==> src/rtl/mem_pkg.sv <==
// rtl/mem_pkg.sv - shared types and widths for the memory pipeline stage
package mem_pkg;

    localparam int DATA_W         = 32;
    localparam int REG_W          = 4;
    localparam int CNT_W          = 4;
    localparam int WAIT_LIMIT_DEF = 15;

    typedef enum logic [1:0] {
        ST_IDLE = 2'd0,
        ST_WAIT = 2'd1,
        ST_ERR  = 2'd2
    } mem_state_t;

endpackage

==> src/rtl/flopenrc.sv <==
// rtl/flopenrc.sv - enabled register with synchronous clear and async active-low reset
module flopenrc #(
    parameter int WIDTH = 8
) (
    input  logic             clk,
    input  logic             reset,
    input  logic             en,
    input  logic             clear,
    input  logic [WIDTH-1:0] d,
    output logic [WIDTH-1:0] q
);

    // clear only takes effect on an enabled edge, so a held register ignores it
    always_ff @(posedge clk or negedge reset) begin
        if (!reset) begin
            q <= '0;
        end else if (en) begin
            q <= clear ? '0 : d;
        end
    end

endmodule

==> src/rtl/mem_stage.sv <==
// rtl/mem_stage.sv - pipeline memory stage with E/M and M/W registers and bus wait/timeout FSM
module mem_stage
    import mem_pkg::*;
#(
    parameter int WAIT_LIMIT = WAIT_LIMIT_DEF
) (
    input  logic              clk,
    input  logic              reset,
    input  logic              flush,
    input  logic              PCSrcE,
    input  logic              RegWriteE,
    input  logic              MemtoRegE,
    input  logic              MemWriteE,
    input  logic [REG_W-1:0]  RdE,
    input  logic [DATA_W-1:0] ALUResultE,
    input  logic [DATA_W-1:0] WriteDataE,
    output logic [DATA_W-1:0] DataAdr,
    output logic [DATA_W-1:0] WriteDataMem,
    output logic              MemReq,
    output logic              MemWe,
    input  logic              MemReady,
    input  logic [DATA_W-1:0] ReadData,
    output logic [DATA_W-1:0] ALUResultM,
    output logic [REG_W-1:0]  RdM,
    output logic              RegWriteM,
    output logic              StallM,
    output logic              BusError,
    output logic              PCSrcW,
    output logic              RegWriteW,
    output logic              MemtoRegW,
    output logic [REG_W-1:0]  RdW,
    output logic [DATA_W-1:0] ALUOutW,
    output logic [DATA_W-1:0] ReadDataW
);

    localparam logic [CNT_W-1:0] LIMIT = CNT_W'(WAIT_LIMIT);

    mem_state_t        state, state_next;
    logic [CNT_W-1:0]  wait_cnt, wait_cnt_next;
    logic              PCSrcM, MemtoRegM, MemWriteM;
    logic [DATA_W-1:0] WriteDataM;
    logic              memop;
    logic              adv;
    logic              mw_bubble;

    assign adv       = ~StallM;
    // a stalled or timed-out access leaves a bubble behind it in writeback
    assign mw_bubble = StallM | (state == ST_ERR);

    flopenrc #(.WIDTH(4)) u_em_ctrl (
        .clk   (clk),
        .reset (reset),
        .en    (adv),
        .clear (flush),
        .d     ({PCSrcE, RegWriteE, MemtoRegE, MemWriteE}),
        .q     ({PCSrcM, RegWriteM, MemtoRegM, MemWriteM})
    );

    flopenrc #(.WIDTH(REG_W + 2 * DATA_W)) u_em_data (
        .clk   (clk),
        .reset (reset),
        .en    (adv),
        .clear (1'b0),
        .d     ({RdE, ALUResultE, WriteDataE}),
        .q     ({RdM, ALUResultM, WriteDataM})
    );

    flopenrc #(.WIDTH(3)) u_mw_ctrl (
        .clk   (clk),
        .reset (reset),
        .en    (1'b1),
        .clear (mw_bubble),
        .d     ({PCSrcM, RegWriteM, MemtoRegM}),
        .q     ({PCSrcW, RegWriteW, MemtoRegW})
    );

    flopenrc #(.WIDTH(REG_W + 2 * DATA_W)) u_mw_data (
        .clk   (clk),
        .reset (reset),
        .en    (adv),
        .clear (1'b0),
        .d     ({RdM, ALUResultM, ReadData}),
        .q     ({RdW, ALUOutW, ReadDataW})
    );

    assign memop        = MemWriteM | MemtoRegM;
    assign MemReq       = memop & (state != ST_ERR);
    assign MemWe        = MemWriteM & MemReq;
    assign StallM       = MemReq & ~MemReady;
    assign DataAdr      = ALUResultM;
    assign WriteDataMem = WriteDataM;

    always_ff @(posedge clk or negedge reset) begin
        if (!reset) begin
            state    <= ST_IDLE;
            wait_cnt <= '0;
            BusError <= 1'b0;
        end else begin
            state    <= state_next;
            wait_cnt <= wait_cnt_next;
            if (state_next == ST_ERR) begin
                BusError <= 1'b1;
            end
        end
    end

    always_comb begin
        state_next    = state;
        wait_cnt_next = wait_cnt;
        case (state)
            ST_IDLE: begin
                wait_cnt_next = '0;
                if (memop && !MemReady) begin
                    state_next = ST_WAIT;
                end
            end
            ST_WAIT: begin
                if (!memop || MemReady) begin
                    state_next = ST_IDLE;
                end else if (wait_cnt == LIMIT) begin
                    state_next = ST_ERR;
                end
                // saturate so a large limit can never wrap the count
                if (wait_cnt != '1) begin
                    wait_cnt_next = wait_cnt + 4'd1;
                end
            end
            ST_ERR: begin
                state_next    = ST_IDLE;
                wait_cnt_next = '0;
            end
            default: begin
                state_next    = ST_IDLE;
                wait_cnt_next = '0;
            end
        endcase
    end

endmodule

==> config.mk <==
export PLATFORM = sky130hd
export DESIGN_NAME = mem_stage
export DESIGN_NICKNAME = d
export VERILOG_FILES = /design/src/rtl/mem_pkg.sv /design/src/rtl/flopenrc.sv /design/src/rtl/mem_stage.sv
export SDC_FILE = /design/constraint.sdc
export NUM_CORES = 1
export LEC_CHECK = 0
export ABC_CLOCK_PERIOD_IN_PS = 1800
export CAP_MARGIN = 20
export CORE_MARGIN = 4
export CORE_UTILIZATION = 55
export CTS_CLUSTER_DIAMETER = 120
export DETAILED_ROUTE_END_ITERATION = 16
export DONT_BUFFER_PORTS = 1
export GPL_ROUTABILITY_DRIVEN = 0
export PLACE_DENSITY = 0.7
export SYNTH_ARGS = -nofsm -noshare
export SYNTH_HDL_FRONTEND = slang
export SYNTH_SLANG_ARGS = --single-unit
==> constraint.sdc <==
create_clock -name clk -period 1.8 [get_ports clk]
set_clock_uncertainty 0.1 [all_clocks]
set_input_delay 0.27 -clock clk [delete_from_list [all_inputs] [get_ports clk]]
set_output_delay 0.27 -clock clk [all_outputs]
set_load 0.03 [all_outputs]
==> results of run 1 <==
==> per-stage QoR <==
step / area (um^2) / hold slack (ns) / cells / util [%]
2_1_floorplan: 6400 / -0.126 / 372 / -
3_5_place_dp: 6310 / -0.122 / 481 / 55.3
3_3_place_gp: 6310 / -0.121 / 481 / 55.3
==> Yosys cell counts <==
library cell / n
inv_1: 1
and2_1: 1
or2_2: 1
a211oi_1: 1
nand3b_1: 1
nand3_1: 2
o21bai_4: 1
buf_4: 32
nor3b_1: 1
mux2_4: 100
nor2_1: 6
nor2b_1: 3
mux2_2: 38
xnor2_1: 1
a31oi_1: 1
mux2i_1: 1
and3_1: 3
dfrtp_1: 150
o21ai_0: 1
ha_1: 1
nor2_4: 1
buf_2: 4
buf_8: 1
nand2_1: 2
and2b_4: 1
buf_12: 10
o2bb2ai_1: 1
nand2b_1: 3
nor3_1: 3
==> cells by family after synthesis <==
group | count (synthesis)
DFF | 150
buffers and inverters | 48
adders and majority gates | 1
AOI/OAI and AO/OA | 5
and+or+nand+nor | 28
xor gates and xnor gates | 1
muxes | 139
==> flow_metrics.env, run 1 <==
export IMPL_status="aborted with a tool error"
export IMPL_failing_step="clock tree synthesis (4_1_cts)"
export IMPL_run_stop_error="[ERROR RSZ-0060] Max buffer count reached."
export IMPL_yosysWarnings=0
export IMPL_ios=284
export IMPL_synth_top_family_by_area="multiplexers"
export IMPL_synth_mux_area_fraction_pct=30.3
export IMPL_synth_top_cell_by_area="dfrtp_1"
export IMPL_rows=39
export IMPL_max_clock_path_buffers=2
export IMPL_die_h_um=116
export IMPL_syn_area_per_cell_um2=17.2
export IMPL_synth_top_cell_area_share_pct=58.7
export IMPL_cts_sinks=150
export IMPL_ys_top_cells_by_area="dfrtp_1, mux2_4, mux2_2"
export IMPL_syn_nets=481
export IMPL_yosysSeqAreaShare_pct=58.7
export IMPL_place_ws_ns=0.113
export IMPL_hpwl_um=8450
export IMPL_numCtsBuffers=17
export IMPL_initial_core_util_pct=56.0
export IMPL_synth_adder_area_share_pct=0.196
export IMPL_cts_max_level=4
export IMPL_netlist_cell_type_count=29
export IMPL_numPortBuffers=0
export IMPL_holdBufCountCts=104
export IMPL_synth_xor_area_share_pct=0.137
export IMPL_ctsResizeCount=8
export IMPL_synth_cells=372
export IMPL_yosys_area_share_simple_pct=2.50
export IMPL_chipWidth_um=116
export IMPL_syn_area_um2=6400
export IMPL_cts_setup_buffers=6
export IMPL_root_buffer="clkbuf_16"
export IMPL_synth_compound_area_share_pct=0.723
export IMPL_synth_seq_cells=150
==> run 2: changes to the inputs <==
--- a/config.mk
+++ b/config.mk
@@ -8,12 +8,11 @@
 export ABC_CLOCK_PERIOD_IN_PS = 1800
 export CAP_MARGIN = 20
 export CORE_MARGIN = 4
-export CORE_UTILIZATION = 55
-export CTS_CLUSTER_DIAMETER = 120
+export CORE_UTILIZATION = 40
 export DETAILED_ROUTE_END_ITERATION = 16
 export DONT_BUFFER_PORTS = 1
 export GPL_ROUTABILITY_DRIVEN = 0
-export PLACE_DENSITY = 0.7
+export PLACE_DENSITY_LB_ADDON = 0.15
 export SYNTH_ARGS = -nofsm -noshare
 export SYNTH_HDL_FRONTEND = slang
 export SYNTH_SLANG_ARGS = --single-unit
==> flow_metrics.env, run 2 <==
export IMPL_status="finished, violations left"
export IMPL_violations="hold timing"
export IMPL_via_per_inst=4.77
export IMPL_finalWirelength_um=13600
export IMPL_critPathArrivalTime_ns=1.92
export IMPL_timing_hold_ws_ns=-0.541
export IMPL_cpMaxStageDelayCell="dfrtp_1"
export IMPL_regToRegStartpoint="state[1]$_DFF_PN0_"
export IMPL_holdBufCountCts=104
export IMPL_yosysSeqAreaShare_pct=58.7
export IMPL_critPathMaxFanout=15
export IMPL_max_slew_worst_pin_slew_ns=0.656
export IMPL_clkTransAtPathRegs_ns=0.06
export IMPL_cts_tree="built"
export IMPL_cpMostUsedCell="buf_12"
export IMPL_netlist_cell_type_count=29
export IMPL_synth_compound_area_share_pct=0.723
export IMPL_p_leak_nw=3.68
export IMPL_grt_pass1_vias=3622
export IMPL_insertion_delay_ns=0.40
export IMPL_numPlacedInstances=551
export IMPL_finalCriticalPeriod_ns=1.73
export IMPL_synth_edf_count=0
export IMPL_drc=0
export IMPL_synth_top_cell_area_share_pct=58.7
export IMPL_fmax_ghz=0.579
export IMPL_syn_nets=481
export IMPL_cts_sinks=150
export IMPL_finalHoldViolCount=150
export IMPL_most_common_layout_cells="dfrtp_1, dlygate4sd3_1, mux2_4"
export IMPL_criticalPathCategory="flip-flop to flip-flop"
export IMPL_worstSetupEndpointType="flip-flop"
export IMPL_initial_core_util_pct=41.5
export IMPL_setup_violations=0
export IMPL_vias=3337
export IMPL_reg2reg_to="u_mw_data.q[28]$_DFFE_PN0N_"
export IMPL_maxCapViolCount=0
export IMPL_grt_pass1_wl_um=21000
export IMPL_rsz0062_at_grt="false"
export IMPL_root_buffer="clkbuf_16"
export IMPL_yosys_top_cells_count="dfrtp_1, mux2_4, mux2_2"
export IMPL_numCtsBuffers=17
export IMPL_max_stage_delay_ns=0.38
export IMPL_core_area_um2=15400
export IMPL_slew_headroom_pct=56.3
export IMPL_grt_ovfl_total=0
export IMPL_power_mw=10.0
export IMPL_chipWidth_um=134
export IMPL_synth_mux_area_fraction_pct=30.3
export IMPL_critPathLaunchType="flip-flop"
export IMPL_antenna_found_initial=0
export IMPL_synth_xor_area_share_pct=0.137
export IMPL_syn_area_um2=6400
export IMPL_grt_use_total_pct=14.9
export IMPL_ios=284
export IMPL_syn_to_final_growth_pct=27.7
export IMPL_stdcell_count=699
export IMPL_design_area_um2=8170
export IMPL_yosys_area_share_simple_pct=2.50
export IMPL_ant_nets=0
export IMPL_dr_pass1_iters=3
export IMPL_numPortBuffers=0
export IMPL_ys_top_cells_by_area="dfrtp_1, mux2_4, mux2_2"
export IMPL_max_clock_path_buffers=2
export IMPL_powerDensity_nw_per_um2=1220
export IMPL_required_ns=1.99
export IMPL_fin_crit_sh_pct=96.0
export IMPL_layout_commonest_cell="dfrtp_1"
export IMPL_cp_cell_sequence="and2b_4 -> nor2_4 -> buf_12 -> buf_6 -> buf_12 -> mux2_4"
export IMPL_rows=45
export IMPL_cts_max_level=4
export IMPL_placed_area_um2=6430
export IMPL_synth_top_cell_by_area="dfrtp_1"
export IMPL_synth_adder_area_share_pct=0.196
export IMPL_drive_above_1_share_pct=41.2
export IMPL_fin_nets=585
export IMPL_largestRegisters="u_em_data.q (68), u_mw_data.q (68)"
export IMPL_max_vdd_ir_drop_v=0.000628
export IMPL_grt_max_degree=151
export IMPL_diodes=0
export IMPL_synth_most_common_cell="dfrtp_1"
export IMPL_synth_top_family_by_area="multiplexers"
export IMPL_synth_seq_cells=150
export IMPL_synth_cells=372
export IMPL_drv_slew=0
export IMPL_nFillCells=1257
export IMPL_drt_initial_drc_count=47
export IMPL_synthFlopType="dfrtp_1"
export IMPL_rrSetupSlack_ns=0.07
export IMPL_hold_path_class="input port to async pin"
export IMPL_post_drt_wl_per_cell_um=19.5
export IMPL_async_flop_share_pct=100
export IMPL_yosysWarnings=0
export IMPL_die_h_um=134
export IMPL_die_area_um2=18100
export IMPL_rr_worst_depth=6
export IMPL_syn_area_per_cell_um2=17.2
export IMPL_hpwl_um=8640
==> run 2: cell counts after synthesis <==
No cell type changed its count.
==> run 2: area by class of cell <==
class,count,area [um^2],share of cell area (%)
Clock buffer,23,478,5.85
Clock inverter,8,98.8,1.21
Tap cell,211,264,3.23
Timing Repair Buffer,132,1400,17.1
Inverter,1,3.75,0.0459
Multi-Input combinational cell,174,2170,26.6
Sequential cell,150,3750,46.0
==> run 2: kinds of logic (layout without fill, tap and decap cells) <==
logic type | Yosys count | count (layout)
AO/OA/AOI/OAI | 5 | 5
XOR/XNOR | 1 | 1
adder cells (fa/ha/maj) | 1 | 1
buffers and inverters | 48 | 164
flip-flops | 150 | 150
multiplexers | 139 | 139
AND/OR/NAND/NOR | 28 | 28
==> run 2: report_power, final <==
| group | internal [mW] | leakage (nW) | switching [mW] |
|---|---|---|---|
| Combinational | 0.915 | 1.63 | 0.371 |
| Clock | 2.14 | 0.279 | 1.31 |
| Sequential | 3.80 | 1.77 | 1.47 |
| Total | 6.85 | 3.68 | 3.15 |
==> run 2: worst max-delay path, delay by kind of cell, from the launching register on <==
family                 cells  cell delay [ns]
buffers and inverters      3             0.52
DFF                        1             0.38
and+or+nand+nor            2             0.29
muxes                      1             0.31
==> run 2: metal layers <==
metal	vias up	routed length (um)	GRT usage, %	share of wire [%]
li1	1465	-	-	-
met1	1699	5460	17.6	40
met2	164	6780	24.9	50
met3	9	1270	6.48	9.3
met4	0	109	4.24	0.80
met5	-	0	0	0
==> run 2: what timing repair did <==
action                     in CTS  in global routing
hold endpoints to repair      253                150
setup endpoints to repair       1                 79
buffers inserted                7                  6
cloned                          1                  0
pin swaps                       2                  1
resized for setup               4                  3
==> run 2: metrics by stage <==
stage / worst slack (ns) / TNS [ns] / hold WS (ns) / utilization [%]
global route: 0.00526 / 0 / -0.579 / 53.0
global placement: 0.130 / 0 / -0.122 / 41.7
finish: 0.0719 / 0 / -0.541 / 53.0
CTS: -0.0453 / -0.696 / -0.565 / 52.8
detailed placement: 0.0916 / 0 / -0.122 / 41.7
floorplan: 0.246 / 0 / -0.126 / -
==> run 2: worst max-delay path by stage <==
| stage | depth (start not counted) | slack (ns) | startpoint | end |
|---|---|---|---|---|
| 2_1_floorplan | 4 | 0.25 | state[1]$_DFF_PN0_ | u_em_data.q[31]$_DFFE_PN0N_ |
| 3_3_place_gp | 5 | 0.13 | u_em_ctrl.q[0]$_DFFE_PN0N_ | u_em_data.q[34]$_DFFE_PN0N_ |
| 3_5_place_dp | 5 | 0.09 | u_em_ctrl.q[0]$_DFFE_PN0N_ | u_mw_data.q[3]$_DFFE_PN0N_ |
| 4_1_cts | 5 | -0.05 | state[0]$_DFF_PN0_ | StallM |
| 5_1_grt | 6 | 0.005 | state[1]$_DFF_PN0_ | u_mw_data.q[3]$_DFFE_PN0N_ |
| 6_report | 6 | 0.07 | state[1]$_DFF_PN0_ | u_mw_data.q[28]$_DFFE_PN0N_ |
Note: power is estimated with default switching activity, not from simulation.
